**src/rtl/beep_scheduler.sv**
```systemverilog
// beep_scheduler: latches three burst requests and serves them one at a time by fixed priority on a single buzzer
module beep_scheduler #(
  parameter int TONE_HALF = 12500,
  parameter int ON_CYC = 5_000_000,
  parameter int OFF_CYC = 5_000_000,
  parameter int GAP_CYC = 10_000_000
) (
  input  logic       sys_clk,
  input  logic       sys_rst_n,
  input  logic [2:0] req,
  input  logic [8:0] req_cnt,
  input  logic       mute,
  output logic [2:0] grant,
  output logic       busy,
  output logic [2:0] done,
  output logic       beep
);
  localparam int MAX_A = ON_CYC > OFF_CYC ? ON_CYC : OFF_CYC;
  localparam int MAX_CYC = MAX_A > GAP_CYC ? MAX_A : GAP_CYC;
  localparam int CW = MAX_CYC > 1 ? $clog2(MAX_CYC) : 1;
  localparam int TW = TONE_HALF > 1 ? $clog2(TONE_HALF) : 1;
  typedef enum logic [1:0] {IDLE, ON, OFF, GAP} state_t;
  state_t state, nxt;
  logic [2:0] pending, remain, set, sel, pick;
  logic [2:0] store [3];
  logic [CW-1:0] cnt, lim;
  logic [TW-1:0] ph;
  logic tone, tc, take, ph_end;
  always_comb begin
    lim = state == ON ? CW'(ON_CYC - 1) : state == OFF ? CW'(OFF_CYC - 1) : CW'(GAP_CYC - 1);
    tc = cnt == lim;
    take = state == IDLE && |pending;
    sel = pending[2] ? 3'b100 : pending[1] ? 3'b010 : 3'b001;
    pick = pending[2] ? store[2] : pending[1] ? store[1] : store[0];
    set = req & {|req_cnt[8:6], |req_cnt[5:3], |req_cnt[2:0]};
    ph_end = ph == TW'(TONE_HALF - 1);
  end
  always_ff @(posedge sys_clk or negedge sys_rst_n)
    if (!sys_rst_n) state <= IDLE;
    else state <= nxt;
  always_comb begin
    nxt = state;
    case (state)
      IDLE: nxt = |pending ? ON : IDLE;
      ON: nxt = tc ? (remain == 3'd1 ? GAP : OFF) : ON;
      OFF: nxt = tc ? ON : OFF;
      default: nxt = tc ? IDLE : GAP;
    endcase
  end
  always_comb begin
    busy = state != IDLE;
    beep = tone && state == ON && !mute;
  end
  always_ff @(posedge sys_clk or negedge sys_rst_n)
    if (!sys_rst_n) begin
      pending <= '0;
      for (int k = 0; k < 3; k++) store[k] <= '0;
    end else begin
      pending <= set | (pending & ~(take ? sel : 3'b000));
      for (int k = 0; k < 3; k++) if (set[k]) store[k] <= req_cnt[3*k +: 3];
    end
  always_ff @(posedge sys_clk or negedge sys_rst_n)
    if (!sys_rst_n) begin
      cnt <= '0;
      remain <= '0;
      grant <= '0;
      done <= '0;
    end else begin
      cnt <= (state == IDLE || tc) ? '0 : cnt + CW'(1);
      remain <= take ? pick : (state == ON && tc) ? remain - 3'd1 : remain;
      grant <= take ? sel : (state == GAP && tc) ? 3'b000 : grant;
      done <= (state == GAP && tc) ? grant : 3'b000;
    end
  always_ff @(posedge sys_clk or negedge sys_rst_n)
    if (!sys_rst_n) begin
      ph <= '0;
      tone <= 1'b0;
    end else if (nxt == ON && state != ON) begin
      ph <= '0;
      tone <= 1'b1;
    end else if (state == ON) begin
      ph <= ph_end ? '0 : ph + TW'(1);
      tone <= ph_end ? ~tone : tone;
    end
endmodule

```
**config.mk**
```make
export PLATFORM = sky130hd
export DESIGN_NAME = beep_scheduler
export DESIGN_NICKNAME = d
export VERILOG_FILES = /design/src/rtl/beep_scheduler.sv
export SDC_FILE = /design/constraint.sdc
export NUM_CORES = 1
export LEC_CHECK = 0
export ABC_AREA = 1
export ABC_CLOCK_PERIOD_IN_PS = 4500
export CAP_MARGIN = 0
export CORE_ASPECT_RATIO = 1.2
export CORE_UTILIZATION = 55
export DETAILED_ROUTE_END_ITERATION = 7
export DONT_BUFFER_PORTS = 1
export PLACE_DENSITY = 0.79
export SLEW_MARGIN = 15
export SYNTH_ARGS = -nofsm -noshare
export SYNTH_HDL_FRONTEND = slang
export SYNTH_SLANG_ARGS = --single-unit
```
**constraint.sdc**
```tcl
create_clock -name sys_clk -period 4.5 [get_ports sys_clk]
set_input_delay 0.45 -clock sys_clk [delete_from_list [all_inputs] [get_ports sys_clk]]
set_output_delay 0.45 -clock sys_clk [all_outputs]
set_load 0.03 [all_outputs]
```
Word-level counts from Yosys, hierarchy flattened
Index checks and enable logic that the tools add are counted.

Flip-flop bits (word level): 62. Bits of input ports: 15. Output and inout bits: 8. Word-level logic and storage cells: 71.

Add/sub/neg operators: 3. Equal/unequal tests: 8. Muxes and demuxes: 25. Bitwise gates (word level): 5. Reductions and logical operators: 19.

Operator list (count): 24-bit 2-to-1 mux (3); 14-bit 2-to-1 mux (3); 3-bit 2-to-1 mux (9); 24-bit by 1-bit adder with 24-bit output, second input constant (1); 24-bit equality test (1); 14-bit by 1-bit adder with 14-bit output, second input constant (1); 14-bit equality test, second input constant (1); 3-bit OR reduction (4); 2-bit nonzero test (5); 2-bit 2-to-1 mux (4); 3-bit bitwise AND (2); 1-bit logical AND (6); 2-bit case mux with 3 select lines (1); 1-bit 2-to-1 mux (5); 2-bit by 1-bit equality test with 1-bit output, second input constant (2); 2-bit equality test, second input constant (2); 3-bit by 1-bit equality test with 1-bit output, second input constant (1); 3-bit NOT (1); 3-bit OR (1); 3-bit by 1-bit subtractor with 3-bit output, second input constant (1); 2-bit logical NOT (1); 2-bit by 1-bit != test with 1-bit output, second input constant (1); 2-bit AND reduction (1); 1-bit logical NOT (1); 2 further kinds (2).

Longest topological paths before layout
Depth in word-level cells: 10. Depth in mapped cells: 15. Mapped depth without buffers: 15.

Worst setup path after synthesis
Ideal clock, no wire load.

Path type: reg-to-reg. From: register state[0]. To: register ph[10]. Setup time: 0.134 ns. Arrival: 1.858 ns. Required time: 4.366 ns. Slack: 2.507 ns. Cell stages (with the launch flop): 12. Buffers on the path: 1. Clock period less this slack: 1.993 ns. Cells stage by stage: dfrtp_1 inv_1 ha_1 o21ai_1 nand3_2 nor2_4 a21oi_1 nor2_2 nand3_4 nand2_4 buf_8 o22ai_2.

Longest elaborated chain between the ends: 9. Elaborated cells between the ends (all ways): 15. Those cells by class: 5 x eq/ne; 7 x mux; 3 x reduce/logical.

RTL lines: start, declared (RTL line 23) `state_t state, nxt;`; start signal, assigned (RTL line 40) `else state <= nxt;`; 2-bit equality test (RTL line 30, 43); 24-bit 2-to-1 mux (2 in series) (RTL line 30) `lim = state == ON ? CW'(ON_CYC - 1) : state == OFF ? CW'(OFF_CYC - 1) : CW'(GAP_CYC - 1);`; 24-bit equality test (RTL line 31) `tc = cnt == lim;`; 2-bit 2-to-1 mux (on tied branches) (RTL line 47, 45, 46); 2-bit case mux with 3 select lines (RTL line 43) `case (state)`; 2-bit by 1-bit equality test with 1-bit output (RTL line 78) `end else if (nxt == ON && state != ON) begin`; 1-bit logical AND (RTL line 78); 14-bit 2-to-1 mux / 2-bit nonzero test (equally long branches); end signal, assigned (RTL line 82) `ph <= ph_end ? '0 : ph + TW'(1);`; end, declared (RTL line 27) `logic [TW-1:0] ph;`.

Parallel ways exist; a longest one is shown, timed or not. A chain may end at the register's enable or synchronous reset.

Worst setup path in the final report
From: register state[0]. To: register ph[0].

The elaborated chain is that of the path after synthesis.

==> reports/results.md <==
| Quantity | This run |
|---|---|
| Result of the run | finished clean |
| Starting DRC count in detailed routing | 225 |
| Register bit total from synthesis | 62 |
| Ys Warns | 0 |
| Area Overhead vs Synth | 9.25% |
| Initial antenna violation count | 0 |
| Synthesized instance count | 423 |
| Final max-slew violation count | 0 |
| Filler cell count | 520 |
| Global-route wire length before repair | 12.5 mm |
| DR DRC count | 0 |
| Required time at the endpoint of the critical path | 4730 ps |
| Clock period minus worst slack | 2210 ps |
| Die X | 74.3 um |
| Nets | 458 |
| Setup skew after layout | 10.4 ps |
| I/O Buffers | 0 |
| Crit end category | register |
| Number of max-cap violations | 0 |
| Flip-flop cell with the highest count after synthesis | sky130_fd_sc_hd__dfrtp_1 |
| Critical path startpoint | state[0] |
| Gr ovfl total | 0 |
| Total leakage power | 0.00175 uW |
| Sequential cell area in the final layout | 1550 um^2 |
| RSZ-0062 raised after global routing | false |
| Mean instance size in the synthesized netlist | 8.15 um^2 |
| Number of global-route vias before repair | 2909 |
| Number of nets still failing antenna checks after routing | 0 |
| Area leader, netlist | sky130_fd_sc_hd__dfrtp_1 |
| Max Fclk | 0.453 GHz |
| Least-Margin Pin Slew | 537 ps |
| Arrival time at the worst endpoint | 2430 ps |
| Sequential fraction of the synthesis area | 0.450 |
| Total Die Area | 6590 um^2 |
| Top Ports | 23 |
| Crit Reg-Reg Endpoint | ph[0] |
| Maximum number of pins on one net before global-route repair | 63 |
| Source of the worst register-to-register timing path | state[0] |
| Die Height | 88.8 um |
| Peak supply drop | 0.253 mV |
| Clock latency on the worst-skew pair | 350 ps |
| Capture point of the worst path | ph[0] |
| Power density over cell area | 294 nW/um^2 |
| Final critical-path share of the clock period | 0.490 |
| Total routing usage reported by global routing | 0.252 |
| Clk pin slew, worst setup/hold paths | 80 ps |
| Highest net fanout along the worst path | 11 |
| Category of the worst setup path launch point | register |
| Via count | 2950 |
| Routed length per placed instance | 14.2 um |
| Clock net sink count | 62 |
| Area of the mapped netlist | 3450 um^2 |
| Worst reg2reg path depth | 12 |
| Total half-perimeter wirelength after legalization and detailed placement | 5.17 mm |
| Path type of the worst min-delay path | in2reg |
| Starting density of the core | 0.570 |
| Number of detailed-routing iterations run before antenna repair | 4 |
| CTS tree | yes |
| Headroom to the max-slew limit | 0.641 |
| Std cell rows | 31 |
| Routability congestion estimate | 0.948 |
| Fraction of layout cells with a size suffix above 1 | 0.125 |
| Register-to-Register Setup Slack | 2290 ps |
| Total area of multi-input combinational cells | 1650 um^2 |
| CTS root buffer | sky130_fd_sc_hd__clkbuf_8 |
| Count of flip-flops with a built-in enable after synthesis | 0 |
| Worst Path Class, Setup | reg2reg |
| Final WL | 7.40 mm |
| # Post-CTS Setup Buffers | 0 |
| Netlist cell types | 41 |
| Fin area | 3770 um^2 |
| Final hold violations | 0 |
| Setup violators final | 0 |
| Post-synth net total | 447 |
| Post-DR vias/cell | 5.66 |
| Area share of the leading cell type in the synthesized netlist | 0.450 |
| Instance area after placement | 3530 um^2 |
| Clock buffers created by TritonCTS | 9 |
| Maximum number of buffers from clock root to sink | 2 |
| Number of antenna diodes | 0 |
| Async S/R FF share, synth | 1.00 |
| Maximum level of the CTS H-tree | 3 |
| Sum of negative setup slack | 0 ps |
| Core outline area | 6050 um^2 |
| Largest cells by area after synthesis | sky130_fd_sc_hd__dfrtp_1 45%, sky130_fd_sc_hd__nand2_1 10%, sky130_fd_sc_hd__inv_1 5.8% |
layer usage:
| metal | global-route usage | share of wire | routed length (um) | vias to the layer above |
|---|---|---|---|---|
| met5 | 0 | 0 | 0 | - |
| met4 | 0.154 | 0.041 | 300 | 0 |
| met3 | 0.0421 | 0.033 | 246 | 28 |
| met2 | 0.440 | 0.50 | 3720 | 77 |
| met1 | 0.286 | 0.42 | 3140 | 1423 |
| li1 | - | - | - | 1422 |
through the flow:
stage               utilization  instances  power, uW  setup slack (ps)  hold slack, ps
floorplan                     -        423        599              2510             154
global placement          0.584        503        604              2430             156
detailed placement        0.584        503        605              2290             156
CTS                       0.623        521       1120              2280             207
global route              0.623        521       1150              2090             226
finish                    0.623        521       1110              2290             219
cells by family (layout without fill, tap and decap cells):
family	after synthesis	after routing	synth area share
AND/OR/NAND/NOR	210	210	0.287
AO/OA/AOI/OAI	69	69	0.135
buffers and inverters	64	80	0.0733
flip-flops	62	62	0.450
adder cells (fa/ha/maj)	9	9	0.0326
XOR/XNOR	9	9	0.0229
critical path, cell delays in order, from the launching register on:
cell                      delay, ps
sky130_fd_sc_hd__dfrtp_1        390
sky130_fd_sc_hd__inv_1           80
sky130_fd_sc_hd__ha_1           390
sky130_fd_sc_hd__inv_2          100
sky130_fd_sc_hd__nand2_1         50
sky130_fd_sc_hd__nand2_1         80
sky130_fd_sc_hd__nand3_1        120
sky130_fd_sc_hd__nor2_4         150
sky130_fd_sc_hd__a21oi_1        100
sky130_fd_sc_hd__nor2_2         190
sky130_fd_sc_hd__nand3_4        120
sky130_fd_sc_hd__nand2_4        190
sky130_fd_sc_hd__o21ai_0        110
final cells by class:
type                            instances  share of cell area
Sequential cell                        62               0.412
Timing Repair Buffer                    2             0.00996
Multi-Input combinational cell        297               0.437
Inverter                               62              0.0618
Tap cell                               82              0.0272
Clock buffer                           10              0.0339
Clock inverter                          6              0.0189
state kept, by name, summed over array words and instances, names as in the netlist:
register / count
cnt: 24
done: 3
store: 9
ph: 14
state: 2
pending: 3
tone: 1
remain: 3
grant: 3
worst min-delay path by stage:
| stage | startpoint | endpoint | slack [ps] | cells past startpoint |
|---|---|---|---|---|
| floorplan | sys_rst_n | cnt[0] | 150 | 0 |
| global placement | sys_rst_n | cnt[0] | 160 | 0 |
| detailed placement | sys_rst_n | cnt[0] | 160 | 0 |
| CTS | req_cnt[6] | store[0] | 210 | 2 |
| global route | req_cnt[6] | store[0] | 230 | 2 |
| finish | req_cnt[6] | store[0] | 220 | 2 |
power breakdown:
part / switching (uW) / internal (uW) / leakage [uW] / total, uW
Sequential: 6.02 / 567 / 0.000793 / 573
Combinational: 23.5 / 12.2 / 0.000864 / 35.8
Clock: 240 / 259 / 0.0000931 / 500
what timing repair did:
item                      CTS  global route
hold buffers                2             0
resized for setup           0             0
hold endpoints to repair   62             0
placed cells by master (no fill, tap or decap), drive strengths merged:
cell type and instances:
nand2 99, dfrtp 62, inv 62, nor2 53, o21ai 30, nand3 26
a21oi 16, nor3 14, nand4 12, clkbuf 10, ha 9, xor2 7
o22ai 7, o31ai 5, nor4 5, clkinv 3, a211oi 2, xnor2 2
a32o 2, clkinvlp 2, a21boi 1, nor3b 1, o41ai 1, a21o 1
o21bai 1, o211ai 1, a31o 1, a31oi 1, bufinv 1, buf 1
dlygate4sd3 1
cells in the mapped netlist (2+ instances only):
cell type	number
sky130_fd_sc_hd__nor4_1	3
sky130_fd_sc_hd__inv_2	8
sky130_fd_sc_hd__nand3_2	2
sky130_fd_sc_hd__nand3_1	23
sky130_fd_sc_hd__o21ai_0	20
sky130_fd_sc_hd__o21ai_1	5
sky130_fd_sc_hd__nor2_4	4
sky130_fd_sc_hd__xnor2_1	2
sky130_fd_sc_hd__ha_1	9
sky130_fd_sc_hd__nand4_1	12
sky130_fd_sc_hd__o22ai_1	2
sky130_fd_sc_hd__nor2_1	45
sky130_fd_sc_hd__o31ai_1	5
sky130_fd_sc_hd__nor2_2	4
sky130_fd_sc_hd__xor2_1	7
sky130_fd_sc_hd__dfrtp_1	62
sky130_fd_sc_hd__a21oi_1	15
sky130_fd_sc_hd__nand2_2	3
sky130_fd_sc_hd__a32o_1	2
sky130_fd_sc_hd__o22ai_2	5
sky130_fd_sc_hd__a211oi_1	2
sky130_fd_sc_hd__nor3_1	14
sky130_fd_sc_hd__o21ai_2	5
sky130_fd_sc_hd__inv_1	53
sky130_fd_sc_hd__nand2_1	95
(Power assumes the default switching activity.)
